File: config.mk
export PLATFORM = sky130hd
export DESIGN_NAME = real_integ_dump
export DESIGN_NICKNAME = d
export VERILOG_FILES = /design/src/rtl/real_integ_dump_pkg.sv /design/src/rtl/real_integ_dump_sat_trunc.sv /design/src/rtl/real_integ_dump.sv
export SDC_FILE = /design/constraint.sdc
export NUM_CORES = 1
export LEC_CHECK = 0
export BUFFER_PORTS_ARGS = -buffer_cell sky130_fd_sc_hd__buf_2
export CAP_MARGIN = 20
export CORE_MARGIN = 2
export CORE_UTILIZATION = 53
export CTS_BUF_LIST = sky130_fd_sc_hd__clkbuf_4 sky130_fd_sc_hd__clkbuf_8
export DETAILED_ROUTE_END_ITERATION = 10
export GPL_TIMING_DRIVEN = 0
export PLACE_DENSITY = 0.75
export SKIP_CTS_REPAIR_TIMING = 1
export SYNTH_ARGS = -nofsm -noshare
export SYNTH_HDL_FRONTEND = slang
export SYNTH_SLANG_ARGS = --single-unit
File: constraint.sdc
create_clock -name clk_i -period 3.18 [get_ports clk_i]
set_input_delay 0.636 -clock clk_i [delete_from_list [all_inputs] [get_ports clk_i]]
set_output_delay 0.636 -clock clk_i [all_outputs]
set_load 0.02 [all_outputs]
File: src/rtl/real_integ_dump_pkg.sv
// Shared types and elaboration-time sizing helpers for the real_integ_dump block.
package real_integ_dump_pkg;

    typedef enum logic {
        ST_IDLE = 1'b0,
        ST_ACC  = 1'b1
    } integ_state_t;

    // Signed shift that moves an input mantissa onto the output exponent; positive = left.
    function automatic int align_shift(input int in_exp, input int out_exp);
        return in_exp - out_exp;
    endfunction

    function automatic int unsigned acc_width(input int in_w, input int in_exp,
                                              input int out_w, input int out_exp,
                                              input int dump_len);
        int shift;
        int aligned_w;
        int base_w;
        shift     = align_shift(in_exp, out_exp);
        aligned_w = in_w + shift;
        if (aligned_w < 1) aligned_w = 1;
        base_w    = (aligned_w > out_w) ? aligned_w : out_w;
        return base_w + $clog2(dump_len) + 1;
    endfunction

    function automatic int unsigned cnt_width(input int dump_len);
        return $clog2(dump_len + 1);
    endfunction

endpackage

File: src/rtl/real_integ_dump_sat_trunc.sv
// Reduces the wide accumulator to the output width: clamp when SVREAL_INTEG_DUMP_SAT_EN
// is defined, two's-complement wrap otherwise.
module real_sat_trunc #(
    parameter int unsigned IN_W  = 32,
    parameter int unsigned OUT_W = 24
) (
    input  logic signed [IN_W-1:0]  acc,
    output logic        [OUT_W-1:0] q,
    output logic                    sat
);

`ifdef SVREAL_INTEG_DUMP_SAT_EN
    logic fits_c;

    // The value fits when every bit above the output sign bit equals the sign.
    always_comb begin
        fits_c = (acc[IN_W-1:OUT_W-1] == '0) || (acc[IN_W-1:OUT_W-1] == '1);
        sat    = ~fits_c;
        if (fits_c) begin
            q = acc[OUT_W-1:0];
        end else if (acc[IN_W-1]) begin
            q = {1'b1, {(OUT_W-1){1'b0}}};
        end else begin
            q = {1'b0, {(OUT_W-1){1'b1}}};
        end
    end
`else
    logic unused_hi;

    assign q         = acc[OUT_W-1:0];
    assign sat       = 1'b0;
    assign unused_hi = ^acc[IN_W-1:OUT_W];
`endif

endmodule

File: src/rtl/real_integ_dump.sv
// Fixed-point integrate-and-dump: sums DUMP_LEN accepted samples (or up to a flush) and
// emits the registered sum with a one-cycle valid pulse. Option: SVREAL_INTEG_DUMP_SAT_EN.
module real_integ_dump
    import real_integ_dump_pkg::*;
#(
    parameter int unsigned IN_WIDTH  = 16,
    parameter int          IN_EXP    = -8,
    parameter int unsigned OUT_WIDTH = 24,
    parameter int          OUT_EXP   = -8,
    parameter int unsigned DUMP_LEN  = 8
) (
    input  logic                                 clk_i,
    input  logic                                 rst_i,
    input  logic                                 cke_i,
    input  logic                                 in_valid_i,
    input  logic [IN_WIDTH-1:0]                  d_i,
    input  logic                                 flush_i,
    output logic [OUT_WIDTH-1:0]                 q_o,
    output logic [cnt_width(DUMP_LEN)-1:0]       cnt_o,
    output logic                                 out_valid_o,
    output logic                                 sat_o
);

    localparam int          SHIFT = align_shift(IN_EXP, OUT_EXP);
    localparam int unsigned SHL   = (SHIFT >= 0) ? SHIFT : 0;
    localparam int unsigned SHR   = (SHIFT < 0) ? -SHIFT : 0;
    localparam int unsigned ACC_W = acc_width(IN_WIDTH, IN_EXP, OUT_WIDTH, OUT_EXP, DUMP_LEN);
    localparam int unsigned CNT_W = cnt_width(DUMP_LEN);

    integ_state_t             state_q, state_d;
    logic signed [ACC_W-1:0]  acc_q, acc_d;
    logic        [CNT_W-1:0]  cnt_q, cnt_d;

    logic                     accept_c;
    logic                     dump_c;
    logic signed [ACC_W-1:0]  d_ext_c;
    logic signed [ACC_W-1:0]  samp_c;
    logic signed [ACC_W-1:0]  sum_c;
    logic        [CNT_W-1:0]  cnt_sum_c;
    logic        [OUT_WIDTH-1:0] q_c;
    logic                     sat_c;

    // Right shift is arithmetic, so truncation goes toward minus infinity.
    always_comb begin
        accept_c  = cke_i & in_valid_i;
        d_ext_c   = ACC_W'($signed(d_i));
        samp_c    = (d_ext_c <<< SHL) >>> SHR;
        sum_c     = accept_c ? (acc_q + samp_c) : acc_q;
        cnt_sum_c = cnt_q + CNT_W'(accept_c);
    end

    real_sat_trunc #(
        .IN_W  (ACC_W),
        .OUT_W (OUT_WIDTH)
    ) u_sat_trunc (
        .acc (sum_c),
        .q   (q_c),
        .sat (sat_c)
    );

    // Next-state: a dump clears the partial sum on the same edge, so no bubble follows.
    always_comb begin
        state_d = state_q;
        acc_d   = acc_q;
        cnt_d   = cnt_q;
        dump_c  = 1'b0;
        if (cke_i) begin
            dump_c = flush_i || (accept_c && (cnt_sum_c == CNT_W'(DUMP_LEN)));
            case (state_q)
                ST_IDLE: begin
                    if (dump_c) begin
                        acc_d = '0;
                        cnt_d = '0;
                    end else if (accept_c) begin
                        acc_d   = sum_c;
                        cnt_d   = cnt_sum_c;
                        state_d = ST_ACC;
                    end
                end
                ST_ACC: begin
                    if (dump_c) begin
                        acc_d   = '0;
                        cnt_d   = '0;
                        state_d = ST_IDLE;
                    end else if (accept_c) begin
                        acc_d = sum_c;
                        cnt_d = cnt_sum_c;
                    end
                end
                default: begin
                    acc_d   = '0;
                    cnt_d   = '0;
                    state_d = ST_IDLE;
                end
            endcase
        end
    end

    always_ff @(posedge clk_i) begin
        if (rst_i) begin
            state_q     <= ST_IDLE;
            acc_q       <= '0;
            cnt_q       <= '0;
            q_o         <= '0;
            cnt_o       <= '0;
            out_valid_o <= 1'b0;
            sat_o       <= 1'b0;
        end else if (cke_i) begin
            state_q     <= state_d;
            acc_q       <= acc_d;
            cnt_q       <= cnt_d;
            out_valid_o <= dump_c;
            if (dump_c) begin
                q_o   <= q_c;
                cnt_o <= cnt_sum_c;
                sat_o <= sat_c;
            end
        end
    end

endmodule

==> results by group <==
Global route
  • Initial antenna violation count: 0
  • First-pass GRT wire length: about 15000 µm
  • GRT overflow: 0
  • GRT Util Overall: between 20% and 30%
  • Vias in the first global route: between 3000 and 4000
  • Largest net degree at the start of global routing: 11

Layout
  • Post-route cell area: 0.00403 mm²
  • Finished Layout Cells: around 540
  • # fillers: 549
  • Area delta synth->final: 18.3%
  • Register area: between 0.001 and 0.0015 mm²
  • Nets: about 500
  • Multi-input logic area: 0.00218 mm²
  • Share of layout cells above drive strength 1: a little over a fifth
  • Util after Layout: 64.3%
  • Antenna fix cells: 0

Placed design
  • DPL Wire Length: 6890 µm
  • RePlAce Congestion: 0.878
  • I/O Buffers: 48
  • Dpl cells: 520
  • Pre-CTS setup slack: -0.836 ns
  • DP Area: ~0.0037 mm²

Power and ir drop
  • Static leakage: about 1.8 nW
  • P per Cell Area: between 400 and 500 mW/mm²
  • Final Power: about 1.9 mW
  • Switching share of power: between 20% and 30%
  • Reg power frac: between 40% and 50%
  • Logic pwr share: between 10% and 20%
  • Switching power: 536 µW
  • Clock power frac: between 40% and 50%
  • Worst vdd ir: 0.352 mV
  • Int Pwr: 1.34 mW

Flow run
  • Max Cap Violations: 0

Clock tree
  • Total CTS buffers: 9
  • CTS tree: done
  • Longest Clk Path Bufs: 2
  • Clk slew on worst S/H paths: 0.06 ns
  • H-tree Lvls: 3
  • Root Buffer: clkbuf_8
  • Sink Count: 57
  • Clk Latency, worst-skew pair: 0.35 ns

Routing
  • 1st-iter DRT viols: between 150 and 200
  • DR WL/cell: between 15 and 20 µm
  • Post-route ant nets: 0
  • Routed via count: around 3300
  • # DRC: 0
  • DRT Pass-1 Iters: 5
  • Drt total wl: approximately 9500 µm
  • Via density: 6.05

STA
  • Fmax: 0.331 GHz
  • Slew Limit Fails: 0
  • Crit path time final: a little over 3 ns
  • Unrepaired setup endpoints after global routing: false
  • Final setup vio count: 0
  • Setup TNS: 0 ns
  • Final worst slack: around 0.16 ns
  • Final hold vios: 0
  • Slew @ Worst Pin: 0.660 ns
  • Max Clock Skew: about 0.0075 ns
  • Fin crit share: a little over nine tenths
  • Max_slew headroom: a little under three fifths
  • Min Hold Slack: ~0.46 ns

Synthesis
  • Ys async rst share: 0%
  • Share of the synthesized area in the top cell type: ~33%
  • Post-synth top area cell: dfxtp_1
  • Netlist cell types: a little over 60
  • Post-Syn Instances: 395
  • YS warnings: 0
  • Post-synth EDFFs: 0
  • Post-synthesis sequential area ratio: between 30% and 40%
  • Synth Cell Area: roughly 0.0034 mm²
  • Ranking of synthesized cells by area: dfxtp_1 33%, ha_1 9.2%, nor2_1 6.6%
  • Yosys reg bits: between 50 and 60
  • Mean post-synth cell area: 8.63 µm²
  • Ys flop type: dfxtp_1
  • Syn nets: 442

Die
  • Die Span Y: 84.2 µm
  • Rows: 29
  • Die footprint: 0.00709 mm²
  • Die W: roughly 84 µm
  • Core Area: roughly 0.0063 mm²
  • Top Ports: 51
  • Starting density of the core: between 50% and 60%

Critical path
  • Critical path data required time: between 3 and 4 ns
  • R2r worst-path depth: 11
  • Crit path largest cell delay: ~0.27 ns
  • Worst reg2reg startpoint: acc_q[0]
  • Worst R2R Setup Slack: 0.37 ns
  • Crit-path slowest cell: buf_2
  • Critical path type: in2reg
  • RR Endpoint: q_o[20]
  • Critical path peak fanout: 10
  • Crit path launch type: primary input
  • Setup crit end kind: flop
  • Worst Path Buf+Inv: 4
  • Arr. time, crit path: ~3.3 ns
  • Family with the most delay on the worst path: buffers and inverters
  • Critical-path cell list: buf_2, nand2_2, inv_4, clkbuf_4, ha_1, ha_1, nor2_1, a41oi_4, nor2_4, buf_2, nor2_1, a211oi_1

Worst hold path
  • Hold Path Class: reg2reg
  • Hold path endpoint: q_o[1]
  • Critical hold path startpoint: q_o[1]
  • WHS Path Cells: 2

Run status
  • Outcome: completed
-- Yosys cell counts (all sizes together) (5+ instances only) --
master / n
and3: 6
dfxtp: 57
o21bai: 5
inv: 6
ha: 25
a221oi: 10
buf: 7
nand2: 32
a211oi: 12
nor3: 14
a22o: 10
xnor2: 13
xor2: 11
a22oi: 12
a21o: 7
o21ai: 12
nor2: 61
a31oi: 6
a21oi: 29
clkbuf: 14
-- metal layers --
metal  wire (µm)  GRT usage, %  share of wire, %
met1        4190          33.9                44
met2        4620          45.5                49
met3         455          5.11               4.8
met4         205          9.38               2.2
met5           0             0                 0
-- flip-flops by register name, indices dropped and copies added, names as in the netlist --
register and flops:
cnt_q 4, out_valid_o 1, q_o 24, cnt_o 4
acc_q 24
-- power by group through the flow --
stage	sequential, mW	combinational, mW	clock (mW)
finish	0.765	0.348	0.768
global route	0.768	0.381	0.795
CTS	0.765	0.338	0.762
detailed placement	0.780	0.336	0
global placement	0.779	0.327	0
floorplan	0.801	0.216	0
-- cells by family (layout without fill, tap and decap cells) --
| logic type | Yosys count | after routing | synth area share [%] |
|---|---|---|---|
| and+or+nand+nor | 130 | 130 | 16.9 |
| muxes | 4 | 4 | 1.17 |
| adders and majority gates | 26 | 26 | 9.76 |
| AOI/OAI and AO/OA | 125 | 125 | 28.8 |
| other | 1 | 1 | 0.110 |
| buffers and inverters | 28 | 95 | 3.41 |
| xor gates and xnor gates | 24 | 24 | 6.39 |
| DFF | 57 | 57 | 33.5 |
-- cell type report --
cell class / count / share of cell area (%)
plain buffers: 21 / 2.45
clock inverters: 3 / 1.61
repair buffers: 52 / 6.70
inverters: 7 / 0.713
multi-input cells: 310 / 54.1
clock buffers: 12 / 3.78
flip-flops and latches: 57 / 28.3
well taps: 77 / 2.39
-- cells in the final DEF (no fill, tap or decap), types with 11 or more instances in the layout --
cell and instances:
buf_2 53, nor3_1 14, a22oi_1 12, dfxtp_1 57, a21oi_1 28, xor2_1 11, clkbuf_1 11, nor2_1 60
ha_1 25, nand2_1 31
-- tightest hold or removal path, cell delays in order, from the launching register on --
cell     delay, ns
dfxtp_1       0.31
nand2_1       0.05
a21oi_1       0.05
-- how the worst max path moves through the flow --
stage / start / end / slack (ns) / cells past startpoint
after floorplan: in_valid_i / q_o[7] / 0.15 / 12
after global placement: in_valid_i / q_o[7] / -0.77 / 12
after detailed placement: in_valid_i / q_o[7] / -0.84 / 12
after CTS: in_valid_i / q_o[7] / -0.50 / 12
after global routing: in_valid_i / q_o[11] / 0.03 / 12
final: in_valid_i / q_o[11] / 0.16 / 12
(Power assumes the default switching activity.)
